### src/rtl/typedef_pkg.sv
// Shared rename/ROB types: physical register IDs, free-list sizing and the ROB entry layout.
package typedef_pkg;

  localparam int NUM_PHY_REGS  = 64;
  localparam int PHY_WIDTH     = 6;
  localparam int NUM_ARCH_REGS = 32;
  localparam int ARCH_WIDTH    = 5;
  localparam int FREE_DEPTH    = NUM_PHY_REGS - NUM_ARCH_REGS;
  localparam int FREE_PTR_W    = $clog2(FREE_DEPTH);
  localparam int FREE_CNT_W    = FREE_PTR_W + 1;

  typedef logic [PHY_WIDTH-1:0]  phy_reg_t;
  typedef logic [ARCH_WIDTH-1:0] arch_reg_t;
  typedef logic [FREE_PTR_W-1:0] free_ptr_t;
  typedef logic [FREE_CNT_W-1:0] free_cnt_t;

  typedef struct packed {
    logic      valid;
    logic      done;
    logic      rd_valid;
    arch_reg_t rd_arch;
    phy_reg_t  rd_phy;
    phy_reg_t  rd_phy_old;
  } ROB_ENTRY_t;

  function automatic logic [1:0] popcount2(input logic [1:0] v);
    return {v[1] & v[0], v[1] ^ v[0]};
  endfunction

endpackage

### src/rtl/phys_reg_free_list.sv
// Circular free list of physical register IDs: two allocations per cycle, one in-order release,
// and single-cycle flush recovery through a committed head pointer.
module phys_reg_free_list
  import typedef_pkg::*;
(
  input  logic      clk,
  input  logic      rst,
  input  logic      flush,
  input  logic [1:0] alloc_valid,
  output phy_reg_t  alloc_phy_0,
  output phy_reg_t  alloc_phy_1,
  output logic      free_stall,
  output free_cnt_t free_count,
  input  logic      retire_pr_valid,
  input  arch_reg_t rd_arch_commit,
  input  phy_reg_t  rd_phy_old_commit,
  output logic      alloc_error
);

  phy_reg_t  list_q [FREE_DEPTH];
  free_ptr_t head_q, head_d;
  free_ptr_t commit_head_q, commit_head_d;
  free_ptr_t tail_q, tail_d;
  free_cnt_t count_q, count_d;
  logic      alloc_error_q, alloc_error_d;

  free_ptr_t head_p1;
  free_cnt_t n_alloc;
  logic      grant;
  logic      do_release;

  assign head_p1    = head_q + free_ptr_t'(1);
  assign free_stall = (count_q < free_cnt_t'(2));
  assign free_count = count_q;
  assign alloc_error = alloc_error_q;

  // A lone slot-1 request takes the head entry, otherwise slot 1 sees head+1.
  assign alloc_phy_0 = list_q[head_q];
  assign alloc_phy_1 = (alloc_valid == 2'b10) ? list_q[head_q] : list_q[head_p1];

  assign grant      = !free_stall && !flush;
  assign n_alloc    = grant ? free_cnt_t'(popcount2(alloc_valid)) : '0;
  // x0 never owned a renamed register, so its retirement returns nothing.
  assign do_release = retire_pr_valid && (rd_arch_commit != '0) && !flush;

  // NOTE: every always_comb output gets a default first so no path can infer a latch.
  always_comb begin
    head_d        = head_q;
    commit_head_d = commit_head_q;
    tail_d        = tail_q;
    count_d       = count_q;
    alloc_error_d = alloc_error_q | ((|alloc_valid) & free_stall);
    if (flush) begin
      head_d  = commit_head_q;
      count_d = free_cnt_t'(FREE_DEPTH);
    end else begin
      head_d  = head_q + n_alloc[FREE_PTR_W-1:0];
      count_d = count_q - n_alloc + free_cnt_t'(do_release);
      if (do_release) begin
        tail_d        = tail_q + free_ptr_t'(1);
        commit_head_d = commit_head_q + free_ptr_t'(1);
      end
    end
  end

  // NOTE: sequential state uses non-blocking assignments only, so every flop samples pre-edge values.
  always_ff @(posedge clk or posedge rst) begin
    if (rst) begin
      head_q        <= '0;
      commit_head_q <= '0;
      tail_q        <= '0;
      count_q       <= free_cnt_t'(FREE_DEPTH);
      alloc_error_q <= 1'b0;
    end else begin
      head_q        <= head_d;
      commit_head_q <= commit_head_d;
      tail_q        <= tail_d;
      count_q       <= count_d;
      alloc_error_q <= alloc_error_d;
    end
  end

  // NOTE: the list storage is reset on purpose: its contents after reset are the initial free PRs.
  always_ff @(posedge clk or posedge rst) begin
    if (rst) begin
      for (int i = 0; i < FREE_DEPTH; i++) begin
        list_q[i] <= phy_reg_t'(NUM_ARCH_REGS + i);
      end
    end else if (do_release) begin
      list_q[tail_q] <= rd_phy_old_commit;
    end
  end

  // Releasing into a full list would overwrite a free entry.
  a_no_overflow: assert property (@(posedge clk) disable iff (rst)
    !(do_release && (count_q == free_cnt_t'(FREE_DEPTH))));

endmodule

### config.mk
export PLATFORM = sky130hd
export DESIGN_NAME = phys_reg_free_list
export DESIGN_NICKNAME = d
export VERILOG_FILES = /design/src/rtl/typedef_pkg.sv /design/src/rtl/phys_reg_free_list.sv
export SDC_FILE = /design/constraint.sdc
export NUM_CORES = 1
export LEC_CHECK = 0
export BUFFER_PORTS_ARGS = -buffer_cell sky130_fd_sc_hd__buf_4
export CORE_MARGIN = 3
export CORE_UTILIZATION = 40
export CTS_CLUSTER_DIAMETER = 80
export CTS_CLUSTER_SIZE = 8
export DETAILED_ROUTE_END_ITERATION = 8
export GPL_ROUTABILITY_DRIVEN = 0
export HOLD_SLACK_MARGIN = 0.1
export PLACE_DENSITY = 0.65
export SETUP_SLACK_MARGIN = 0.3
export SYNTH_ARGS = -nofsm -noshare
export SYNTH_HDL_FRONTEND = slang
export SYNTH_SLANG_ARGS = --single-unit
export TNS_END_PERCENT = 50
### constraint.sdc
create_clock -name clk -period 5.3 [get_ports clk]
set_input_delay 0 -clock clk [delete_from_list [all_inputs] [get_ports clk]]
set_output_delay 0 -clock clk [all_outputs]
set_load 0.1 [all_outputs]
---- Yosys cells after proc, flatten, opt, wreduce, memory -nomap -nowiden ----
Index checks and enable logic that the tools add are counted.
word-level totals
  bits in registers ....................... 214
  logic and storage cells ................. 79
cells by class
  add/sub/neg operators ................... 6
  order comparisons ....................... 5
  eq/ne operators ......................... 1
  muxes and demuxes ....................... 13
  bitwise operators ....................... 8
  reduce and logical (&&, ||, !) cells .... 9
operators with widths
  cell                                                       count
  bitwise mux 192 bit                                        1
  binary-select mux 6 bit (select 5 bit)                     2
  two-way mux 6 bit                                          7
  demux 6 bit (select 5 bit)                                 1
  greater-or-equal comparator 6 bit (second input constant)  3
  NOT 5 -> 6 bit                                             3
  adder 5 x 1 -> 5 bit (second input constant)               3
  adder 6 x 1 -> 6 bit                                       1
  < comparator 6 x 1 -> 1 bit (second input constant)        1
  < comparator 6 x 2 -> 1 bit (second input constant)        1
  subtractor 6 x 2 -> 6 bit                                  1
  adder 5 x 2 -> 5 bit                                       1
  two-way mux 5 bit                                          1
  nonzero test 5 bit                                         1
  logical AND 1 bit                                          4
  bitwise AND 1 bit                                          2
  equality test 2 bit (second input constant)                1
  logical NOT 1 bit                                          2
  two-way mux 2 bit                                          1
  AND reduction 2 bit                                        1
  OR reduction 2 bit                                         1
  NOT 1 bit                                                  1
  bitwise OR 1 bit                                           1
  XOR 1 bit                                                  1

---- Longest topological paths before layout ----
Gate-level depths: netlist of run 1.
  depth in word-level cells ............... 7
  gate-level depth with buffers ........... 15
  mapped depth without buffers ............ 15

---- Least setup slack after synthesis of run 1 ----
No wires, ideal clock.
  path kind ............................... register to register
  start point ............................. reg count_q[4] (netlist: free_count[4])
  end point ............................... reg count_q[4] (netlist: free_count[4])
  arrival time ............................ 5329 ps
  required time ........................... 5170 ps
  slack ................................... -160 ps
  stages on the path, launching flop included .. 15
  path buffers ............................ 0
  period minus slack after synthesis ...... 5460 ps
  cells stage by stage .................... dfrtp_1 -> inv_1 -> ha_1 -> a21boi_0 -> nor2_1 -> and2_1 -> ha_1 -> inv_1 -> ha_1 -> fa_1 -> a21oi_1 -> nor2_1 -> nor2_1 -> xor2_1 -> nor2_1
on the way
  word-level cells in the longest chain between the ends .. 7
ends and longest elaborated chain
  what                         line                      text
  start, declared              phys_reg_free_list.sv:24  free_cnt_t count_q, count_d;
  start signal, assigned       phys_reg_free_list.sv:72  count_q <= free_cnt_t'(FREE_DEPTH);
  start signal, assigned       phys_reg_free_list.sv:78  count_q <= count_d;
  < comparator 6 x 2 -> 1 bit  phys_reg_free_list.sv:33  assign free_stall = (count_q < free_cnt_t'(2));
  named net free_stall         phys_reg_free_list.sv:12  output logic free_stall,
  logical NOT 1 bit            phys_reg_free_list.sv:41  assign grant = !free_stall && !flush;
  logical AND 1 bit            phys_reg_free_list.sv:41
  two-way mux 2 bit            phys_reg_free_list.sv:42  assign n_alloc = grant ? free_cnt_t'(popcount2(alloc_valid)) : '0;
  subtractor 6 x 2 -> 6 bit    phys_reg_free_list.sv:58  count_d = count_q - n_alloc + free_cnt_t'(do_release);
  adder 6 x 1 -> 6 bit         phys_reg_free_list.sv:58
  two-way mux 6 bit            phys_reg_free_list.sv:53  if (flush) begin
  named net count_d[4]         phys_reg_free_list.sv:24
The timed path passes the listed nets, and every way through them passes these cells.
A chain may end at the register's enable or synchronous reset.

---- Final worst setup path of run 1 ----
  start point ............................. reg head_q[1]
  end point ............................... out alloc_phy_1[5]
on the way
  word-level cells in the longest chain between the ends .. 6
  elaborated cells between the ends (all ways) .. 10
  those cells by class .................... add/sub (1); mux (7); bitwise (2)
ends and longest elaborated chain
  what                                                   line                      text
  start, declared                                        phys_reg_free_list.sv:21  free_ptr_t head_q, head_d;
  start signal, assigned                                 phys_reg_free_list.sv:69  head_q <= '0;
  start signal, assigned                                 phys_reg_free_list.sv:75  head_q <= head_d;
  adder 5 x 1 -> 5 bit                                   phys_reg_free_list.sv:32  assign head_p1 = head_q + free_ptr_t'(1);
  NOT 5 -> 6 bit (not written as such)                   phys_reg_free_list.sv:39  assign alloc_phy_1 = (alloc_valid == 2'b10) ? list_q[head_q] : list_q[head_p1];
  binary-select mux 6 bit (select 5 bit)                 phys_reg_free_list.sv:39
  two-way mux 6 bit (not written as such) (2 in series)  phys_reg_free_list.sv:39
  two-way mux 6 bit (*)                                  phys_reg_free_list.sv:39
  end, declared                                          phys_reg_free_list.sv:11  output phy_reg_t alloc_phy_1,
Every way passes the cells marked *; elsewhere a longest branch is shown, timed or not. The select of a mux whose other input is x is not followed.

==> results of run 1 <==
[worst paths after layout]
kind                             endpoint     startpoint  cells after the start
max in group asynchronous       head_q[0]            rst                      5
min in group asynchronous   free_count[1]            rst                      4
min reg2reg                   alloc_error    alloc_error                      1
min                         free_count[1]          flush                      3
max                        alloc_phy_1[5]      head_q[1]                      7
max reg2reg                 free_count[4]  free_count[5]                     14
[per-stage QoR]
step / instances / instance area (sq um) / TNS [ns] / total power, uW
after floorplan: 954 / 12600 / -0.196 / 6580
after global placement: 1325 / 13000 / 0 / 7640
after detailed placement: 1325 / 13000 / 0 / 7700
after CTS: 1391 / 14000 / 0 / 9530
after global routing: 1391 / 14000 / 0 / 9980
final: 1391 / 14000 / 0 / 9480
[per-layer routing]
metal,vias up,share of wire [%]
li1,3576,-
met1,4161,45
met2,268,45
met3,59,5.8
met4,0,3.4
met5,-,0
[logic make-up (layout without fill, tap and decap cells)]
family / after synthesis / after routing / share of synthesized area, %
muxes: 329 / 329 / 33.0
buffers and inverters: 106 / 147 / 4.35
DFF: 214 / 214 / 43.8
xor gates and xnor gates: 17 / 17 / 1.19
adders and majority gates: 23 / 23 / 2.41
and+or+nand+nor: 165 / 165 / 9.09
AOI/OAI and AO/OA: 100 / 100 / 6.20
[cell type report]
cell class	instances	area (sq um)
clock buffers	52	843
clock inverters	1	30.0
fillers	2819	16700
inverters	37	143
multi-input cells	634	6520
flip-flops and latches	214	5500
well taps	396	495
repair buffers	57	473
[tightest hold or removal path, cell delays in order]
cell and delay, ns:
dlygate4sd3_1 0.52, buf_4 0.21, nor2b_1 0.06
[registers in the layout (all words and copies together), names as in the netlist]
| name | flops |
|---|---|
| head_q | 5 |
| commit_head_q | 5 |
| alloc_error | 1 |
| free_count | 6 |
| tail_q | 5 |
| list_q | 192 |
[where the power goes]
group / switching [uW] / total [uW] / internal [uW]
sequential: 647 / 2990 / 2350
clock: 705 / 1770 / 1070
combinational: 2940 / 4720 / 1770
total: 4290 / 9480 / 5190
[Yosys cell counts, drive strengths merged (4+ instances only)]
master and number:
xnor2 12, and2 7, a211oi 18, dfrtp 101, o21ai 15, nor2 12
dfstp 113, nand3 11, nand2 50, mux2 196, nor4 12, a22o 12
mux4 48, clkbuf 23, ha 21, nor3b 4, nor2b 49, mux2i 85
buf 46, a22oi 24, nor3 8, inv 37, a2111oi 12, xor2 5
o22ai 5, a21oi 6
[repair_timing]
action,CTS,global route
gates resized for setup,0,0
endpoints found under the hold margin,314,0
hold buffers,13,0
setup buffers,0,0
==> summary.md, run 1 <==
| Metric | Value |
|---|---|
| Status | `finished, final reports clean` |
| Most used DFF post-synth | `dfstp_2` |
| Hold WS | `0.281 ns` |
| # diodes | `0` |
| Buf/Inv on CP | `2` |
| Fin util | `45.5%` |
| Top cell type by total area after synthesis | `dfstp_2` |
| Initial antenna violation count | `0` |
| First-pass GRT wire length | `51500 um` |
| Most frequent cells in the layout | `192 x mux2_1, 113 x dfstp_2, 99 x dfrtp_1, 85 x mux2i_1, 48 x mux4_2` |
| Port bufs | `36` |
| Cts bufs inserted | `30` |
| Synth warn | `0` |
| Antenna Nets Post-Route | `0` |
| DRC Markers | `0` |
| Crit-path cells | `buf_4 -> mux2i_1 -> a22o_1 -> a2111oi_0 -> nor3_1 -> a211oi_1 -> buf_4` |
| Syn Area/Cell | `13.2 sq um` |
| WP data required | `5.30 ns` |
| Period minus WS final | `4.39 ns` |
| Vias/cell | `5.80` |
| CTS tree | `yes` |
| Boundary Pins | `37` |
| Area contributors post-synth | `dfstp_2 24%, dfrtp_1 20%, mux2_1 17%` |
| Layout cells sized above 1 | `30.1%` |
| First-pass detailed-route iteration total | `7` |
| Die Y | `183 um` |
| Post-DP HPWL | `21800 um` |
| Share of the synthesized area in the top cell type | `23.7%` |
| Fraction of registers with async set/reset | `100%` |
| RSZ-0062 raised after global routing | `no` |
| Die width | `183 um` |
| DIE AREA | `0.0335 sq mm` |
| Gr usage total | `19.7%` |
| Largest net degree at the start of global routing | `130` |
| Max Slew Vio Count | `0` |
| Dpl ws | `1.61 ns` |
| Synth cell types | `49` |
| Initial Util | `40.8%` |
| VDD IR-drop max | `0.000782 V` |
| Pwr Density | `677 mW/mm^2` |
| Fmax | `0.228 GHz` |
| Hold Violations, Final | `0` |
| Core region area | `0.0307 sq mm` |
| Grt ovf | `0` |
| Met3 GRT Util | `3.03%` |
| Vias | `8064` |
| Synth Cell Area | `0.0126 sq mm` |
| Final WL | `32400 um` |
| Setup Viol. Count Final | `0` |
| Period utilization | `82.8%` |
| CTS Buffer Depth | `3` |
| Startpoint types | `register` |
| Worst skew pair latency | `0.57 ns` |
| Mapped Cells | `954` |
| Worst R2R Setup Slack | `2.39 ns` |
| Slew margin rel. | `21.7%` |
| CP Max Fanout | `60` |
| Synth-to-Final Area Change | `11.6%` |
| GR met2 Demand/Resource | `31.1%` |
| Iter 0 DRT Violations | `653` |
| Hold crit path type | `in2reg` |
| Critical-path top delay cell | `dfrtp_4` |
| Num rows | `64` |
| WP data arrival | `4.39 ns` |
| Most used cell, CP | `buf_4` |
| Max Clock Skew | `0.0205 ns` |
| Critical Path Sink Type | `output port` |
| Crit path largest cell delay | `0.98 ns` |
| Sequential-to-total area share from yosys stat | `43.8%` |
| Max Cap Viol | `0` |
| Vias in the first global route | `8356` |
| Setup CP Type | `reg2out` |
| Most common cell after layout, fill and taps aside | `mux2_1` |
| Root Buffer | `clkbuf_16` |
| DR WL/cell | `23.3 um` |
| Number of synthesized flops with an enable pin | `0` |
| Leakage | `0.00639 uW` |
| Net Count, Synth | `994` |
| H-Tree Level Count | `1` |
| Worst setup margin | `0.913 ns` |
| Layout Nets | `1014` |
| Worst-Margin Slew | `1.14 ns` |
| Clk pin slew, worst setup/hold paths | `0.05 ns` |
| Critical path's top delay family | `compound AO/OA/AOI/OAI gates` |
| Register bit total from synthesis | `214` |
| Clock Sinks | `214` |
| Gr busiest metal | `met2` |
| Grt met1 use | `28.1%` |
(Power assumes the default switching activity.)
==> inputs of run 2 (changes only) <==
- PLACE_DENSITY: 0.65 -> 0.63
- clock period: 5.3 -> 4.2 ns (I/O delays scaled with it)
==> summary.md, run 2 (same netlist as run 1, synthesis figures left out) <==
| Metric | Value |
|---|---|
| Final setup TNS | `0 ns (unchanged)` |
| Vias in the first global route | `8272 (-1.0%)` |
| VDD IR-drop max | `0.000937 V (+20%)` |
| Critical R2R Launch | `free_count[5]` |
| Met3 WL | `1630 um (-13%)` |
| Vias/cell | `5.77 (-0.42%)` |
| Initial Util | `40.8% (unchanged)` |
| Worst-Margin Slew | `0.918 ns (-0.227 ns)` |
| RSZ-0062 raised after global routing | `yes` |
| Max Cap Viol | `0 (unchanged)` |
| Cts bufs inserted | `30 (unchanged)` |
| Post-CTS Setup Inserts | `0 (unchanged)` |
| Synth-to-Final Area Change | `12.7%` |
| Largest Register | `list_q` |
| Initial antenna violation count | `0 (unchanged)` |
| Setup CP Type | `reg2out` |
| Fmax | `0.265 GHz` |
| First-pass detailed-route iteration total | `5 (-2)` |
| Pwr Density | `859 mW/mm^2 (+27%)` |
| Post-DP HPWL | `21900 um (+0.44%)` |
| Period utilization | `89.7%` |
| Num rows | `64 (unchanged)` |
| Count of filler cells inserted in the layout | `2816 (-0.11%)` |
| Storage cell area | `0.00550 sq mm (unchanged)` |
| WP data arrival | `3.77 ns (-0.62 ns)` |
| Worst setup margin | `0.431 ns (-0.482 ns)` |
| Hold Violations, Final | `0 (unchanged)` |
| Most common cell after layout, fill and taps aside | `mux2_1` |
| Max Slew Vio Count | `0 (unchanged)` |
| Root Buffer | `clkbuf_16` |
| Cell depth of the worst flop-to-flop path | `14 (unchanged)` |
| Boundary Pins | `37 (unchanged)` |
| Reg2Reg Capture Point | `free_count[4]` |
| Metal-1 WL | `15500 um (+5.1%)` |
| Grt ovf | `0 (unchanged)` |
| H-Tree Level Count | `1 (unchanged)` |
| First-pass GRT wire length | `51600 um (+0.27%)` |
| Leakage | `0.00647 uW (+1.3%)` |
| CP Max Fanout | `32 (-47%)` |
| Clock Sinks | `214 (unchanged)` |
| Hold crit path type | `in2reg` |
| Die Y | `183 um (unchanged)` |
| Port bufs | `36 (unchanged)` |
| CTS Buffer Depth | `3 (unchanged)` |
| Worst hold path endpoint | `free_count[1]` |
| Worst skew pair latency | `0.55 ns (-0.02 ns)` |
| Layout cells sized above 1 | `30.9% (+0.88 points)` |
| Area of the multi-input gates | `0.00653 sq mm (+0.17%)` |
| Dpl ws | `1.06 ns (-0.555 ns)` |
| Hold path startpoint | `flush` |
| CTS tree | `yes` |
| # diodes | `0 (unchanged)` |
| Largest net degree at the start of global routing | `134 (+3.1%)` |
| Layout Nets | `1028 (+1.4%)` |
| Status | `finished, final reports clean` |
| Top sig layer | `met4` |
| Startpoint types | `register` |
| Placement Cell Area | `0.0131 sq mm (+0.93%)` |
| Critical Path Sink Type | `output port` |
| DIE AREA | `0.0335 sq mm (unchanged)` |
| Slew margin rel. | `37.2% (+16 points)` |
| DRC Markers | `0 (unchanged)` |
| Vias | `8128 (+0.79%)` |
| Largest register FFs | `192 (unchanged)` |
| Clk pin slew, worst setup/hold paths | `0.05 ns (about the same)` |
| Design area | `0.0141 sq mm (+1.0%)` |
| Setup Viol. Count Final | `0 (unchanged)` |
| Core region area | `0.0307 sq mm (unchanged)` |
| Max Clock Skew | `0.00874 ns (-0.0117 ns)` |
| WP data required | `4.20 ns (-1.10 ns)` |
| Worst R2R Setup Slack | `1.43 ns (-0.96 ns)` |
| Antenna Nets Post-Route | `0 (unchanged)` |
| WHS Path Cells | `3 (unchanged)` |
| Gr usage total | `20.0% (+0.33 points)` |
| Period minus WS final | `3.77 ns` |
| Most frequent cells in the layout | `192 x mux2_1, 113 x dfstp_2, 99 x dfrtp_1, 85 x mux2i_1, 54 x buf_4` |
| Iter 0 DRT Violations | `507 (-22%)` |
| DR WL/cell | `23.5 um (+1.0%)` |
| Final WL | `33100 um (+2.3%)` |
| Die width | `183 um (unchanged)` |
| Met2 wire len | `15000 um (+1.7%)` |
## run 2: final cells by class
| cell class | instances | area share [%] |
|---|---|---|
| clock buffer | 56 | 6.22 |
| sequential | 214 | 38.9 |
| inverter | 37 | 1.01 |
| timing repair buffer | 71 | 4.22 |
| multi-input combinational | 634 | 46.1 |
| tap | 396 | 3.50 |
## run 2: worst max-delay path: stages, from the launching register on
cell,delay (ns)
dfrtp_4,0.62
ha_2,0.39
buf_4,0.50
mux4_2,0.62
nor2b_1,0.16
nor4_1,0.43
a211oi_1,0.17
buf_4,0.29
## run 2: metal layers
metal / track usage [%] / vias to the layer above
li1: - / 3607
met1: 29.2 / 4240
met2: 30.8 / 214
met3: 3.23 / 67
met4: 6.09 / 0
met5: 0 / -
## run 2: stage by stage
step	utilization (%)	power, uW	cells	hold slack (ns)
5_1_grt	46.0	12800	1408	0.339
3_3_place_gp	42.7	9780	1338	-0.0397
3_5_place_dp	42.7	9860	1338	-0.0363
6_report	46.0	12100	1408	0.299
4_1_cts	46.0	12200	1408	0.284
2_1_floorplan	-	8320	954	0.132
## run 2: worst max-delay path by stage
| stage | from | endpoint | slack (ns) | depth (start not counted) |
|---|---|---|---|---|
| CTS | head_q[0] | alloc_phy_1[1] | 0.43 | 7 |
| floorplan | head_q[1] | alloc_phy_1[4] | 0.31 | 7 |
| global route | head_q[0] | alloc_phy_1[1] | 0.28 | 7 |
| global placement | head_q[0] | alloc_phy_1[5] | 1.10 | 7 |
| finish | head_q[0] | alloc_phy_1[1] | 0.43 | 7 |
| detailed placement | head_q[1] | alloc_phy_1[4] | 1.06 | 9 |
## run 2: power breakdown
part	internal [uW]	leakage [uW]	switching (uW)
Sequential	2960	0.00249	772
Combinational	2290	0.00357	3850
Clock	1380	0.000418	890
## run 2: what timing repair did
action / 4_1_cts / 5_1_grt
resized for setup: 0 / 1
endpoints found under the hold margin: 314 / 0
endpoints found under the setup margin: 0 / 2
hold buffers: 14 / 0
==> inputs of run 3 (changes only) <==
- clock period: 4.2 -> 4.8 ns (I/O delays scaled with it)
==> summary.md, run 3 (same netlist as run 1, synthesis figures left out) <==
| Metric | Value |
|---|---|
| Status | `finished, final reports clean` |
| Pwr Density | `745 mW/mm^2 (-13%)` |
| Area of the multi-input gates | `0.00652 sq mm (-0.17%)` |
| Setup CP Type | `reg2out` |
| Max Clock Skew | `0.0172 ns (+0.00850 ns)` |
| Layout cells sized above 1 | `30.3% (-0.67 points)` |
| CTS Buffer Depth | `3 (unchanged)` |
| Num rows | `64 (unchanged)` |
| Initial Util | `40.8% (unchanged)` |
| RSZ-0062 raised after global routing | `no` |
| Switch Pwr | `4710 uW (-15%)` |
| Max Cap Viol | `0 (unchanged)` |
| Clk network pwr share | `18.8% (about the same)` |
| Worst skew pair latency | `0.55 ns (about the same)` |
| Most frequent cells in the layout | `192 x mux2_1, 113 x dfstp_2, 99 x dfrtp_1, 85 x mux2i_1, 48 x mux4_2` |
| Startpoint types | `register` |
| DIE AREA | `0.0335 sq mm (unchanged)` |
| Iter 0 DRT Violations | `674 (+33%)` |
| Clk pin slew, worst setup/hold paths | `0.05 ns (about the same)` |
| Port bufs | `36 (unchanged)` |
| Vias/cell | `5.69 (-1.5%)` |
| Initial antenna violation count | `0 (unchanged)` |
| DR WL/cell | `22.6 um (-3.9%)` |
| Root Buffer | `clkbuf_16` |
| Core region area | `0.0307 sq mm (unchanged)` |
| Largest Register | `list_q` |
| CP Max Fanout | `50 (+56%)` |
| Crit path largest cell delay | `0.95 ns (+0.33 ns)` |
| Vias in the first global route | `8069 (-2.5%)` |
| Dpl ws | `1.30 ns (+0.246 ns)` |
| Placement Cell Area | `0.0130 sq mm (-0.66%)` |
| Die Y | `183 um (unchanged)` |
| Antenna Nets Post-Route | `0 (unchanged)` |
| Hold-fix buffers at CTS | `13 (-1)` |
| Gr usage total | `19.0% (-0.94 points)` |
| WP data required | `4.80 ns (+0.60 ns)` |
| Fmax | `0.247 GHz` |
| Boundary Pins | `37 (unchanged)` |
| Grt ovf | `0 (unchanged)` |
| Largest net degree at the start of global routing | `99 (-26%)` |
| Die width | `183 um (unchanged)` |
| # diodes | `0 (unchanged)` |
| Max Slew Vio Count | `0 (unchanged)` |
| First-pass detailed-route iteration total | `5 (unchanged)` |
| Cts bufs inserted | `30 (unchanged)` |
| Critical-path top delay cell | `dfrtp_4` |
| H-Tree Level Count | `1 (unchanged)` |
| Period utilization | `84.2%` |
| Layout Nets | `1017 (-1.1%)` |
| Period minus WS final | `4.04 ns` |
| Fin util | `45.6% (-0.36 points)` |
| Hold Violations, Final | `0 (unchanged)` |
| Storage cell area | `0.00550 sq mm (unchanged)` |
| Worst setup margin | `0.759 ns (+0.328 ns)` |
| Slew margin rel. | `15.1% (-22 points)` |
| Clock Sinks | `214 (unchanged)` |
| Seq pwr share | `31.6% (+0.9 points)` |
| Setup Viol. Count Final | `0 (unchanged)` |
| Most used cell, CP | `buf_4` |
| Synth-to-Final Area Change | `11.8%` |
| Leakage | `0.00641 uW (-0.98%)` |
| VDD IR-drop max | `0.000978 V (+4.4%)` |
| Post-CTS sizing | `0 (unchanged)` |
| Most common cell after layout, fill and taps aside | `mux2_1` |
| Hold crit path type | `in2async` |
| Worst-Margin Slew | `1.24 ns (+0.324 ns)` |
| Post-CTS Setup Inserts | `0 (unchanged)` |
| First-pass GRT wire length | `50000 um (-3.2%)` |
| Post-DP HPWL | `21200 um (-2.9%)` |
| Vias | `7926 (-2.5%)` |
| Largest register FFs | `192 (unchanged)` |
| Pint | `5750 uW (-13%)` |
| CTS tree | `yes` |
| Design area | `0.0140 sq mm (-0.79%)` |
| Crit-path cells | `ha_2 -> buf_4 -> mux4_2 -> nor2b_1 -> nor4_1 -> a211oi_1 -> buf_4` |
| Hold WS | `0.200 ns (-0.0982 ns)` |
| WP data arrival | `4.04 ns (+0.27 ns)` |
| Sw frac | `45.0% (-0.33 points)` |
| DRC Markers | `0 (unchanged)` |
| Count of filler cells inserted in the layout | `2821 (+0.18%)` |
| Combinational power share | `49.6% (-0.9 points)` |
| Final WL | `31500 um (-4.8%)` |
| Critical Path Sink Type | `output port` |
run 3: cell types whose count changed in the layout (fill, tap and decap cells not counted), sizes merged:
cell         before  now
clkbuf           56   53
dlygate4sd3      14   13
buf              57   47
run 3: through the flow:
step / instances / power [uW] / setup TNS (ns)
2_1_floorplan: 954 / 7260 / -2.90
3_3_place_gp: 1328 / 8420 / 0
3_5_place_dp: 1328 / 8480 / 0
4_1_cts: 1394 / 10500 / 0
5_1_grt: 1394 / 11000 / 0
6_report: 1394 / 10500 / 0
run 3: area by class of cell:
type                            instances  share of cell area, %
Inverter                               37                   1.02
Multi-Input combinational cell        634                   46.4
Sequential cell                       214                   39.2
Tap cell                              396                   3.53
Timing Repair Buffer                   60                   3.62
Clock buffer                           53                   6.19
run 3: metal layers:
| metal | vias to the layer above | track usage, % | wire length [um] |
|---|---|---|---|
| met4 | 0 | 4.69 | 706 |
| met3 | 42 | 2.94 | 1620 |
| li1 | 3562 | - | - |
| met5 | - | 0 | 0 |
| met1 | 4131 | 27.3 | 14500 |
| met2 | 191 | 30.6 | 14700 |
run 3: worst max-delay path: cells and delay by family (launching register included):
kind	cells	cell delay (ns)
mux	1	0.55
simple gates	2	0.46
fa+ha+maj	1	0.55
buf+inv	2	0.78
compound gates	1	0.15
flops	1	0.95
run 3: final timing paths:
path,from,to,slack (ns),cells after the start
min in group clk,rd_arch_commit[4],commit_head_q[1],0.30,5
max,head_q[1],alloc_phy_1[5],0.76,7
max reg2reg,free_count[5],free_count[4],1.82,14
min reg2reg,alloc_error,alloc_error,0.45,1
max in group asynchronous,rst,list_q[169],3.61,4
min,rst,head_q[0],0.20,3
run 3: power groups by stage:
stage	Clock, uW	Combinational [uW]	Sequential, uW
after floorplan	0	4230	3040
after global placement	0	5120	3300
after detailed placement	0	5160	3320
after CTS	2010	5190	3300
after global routing	2090	5510	3400
final	1970	5180	3300
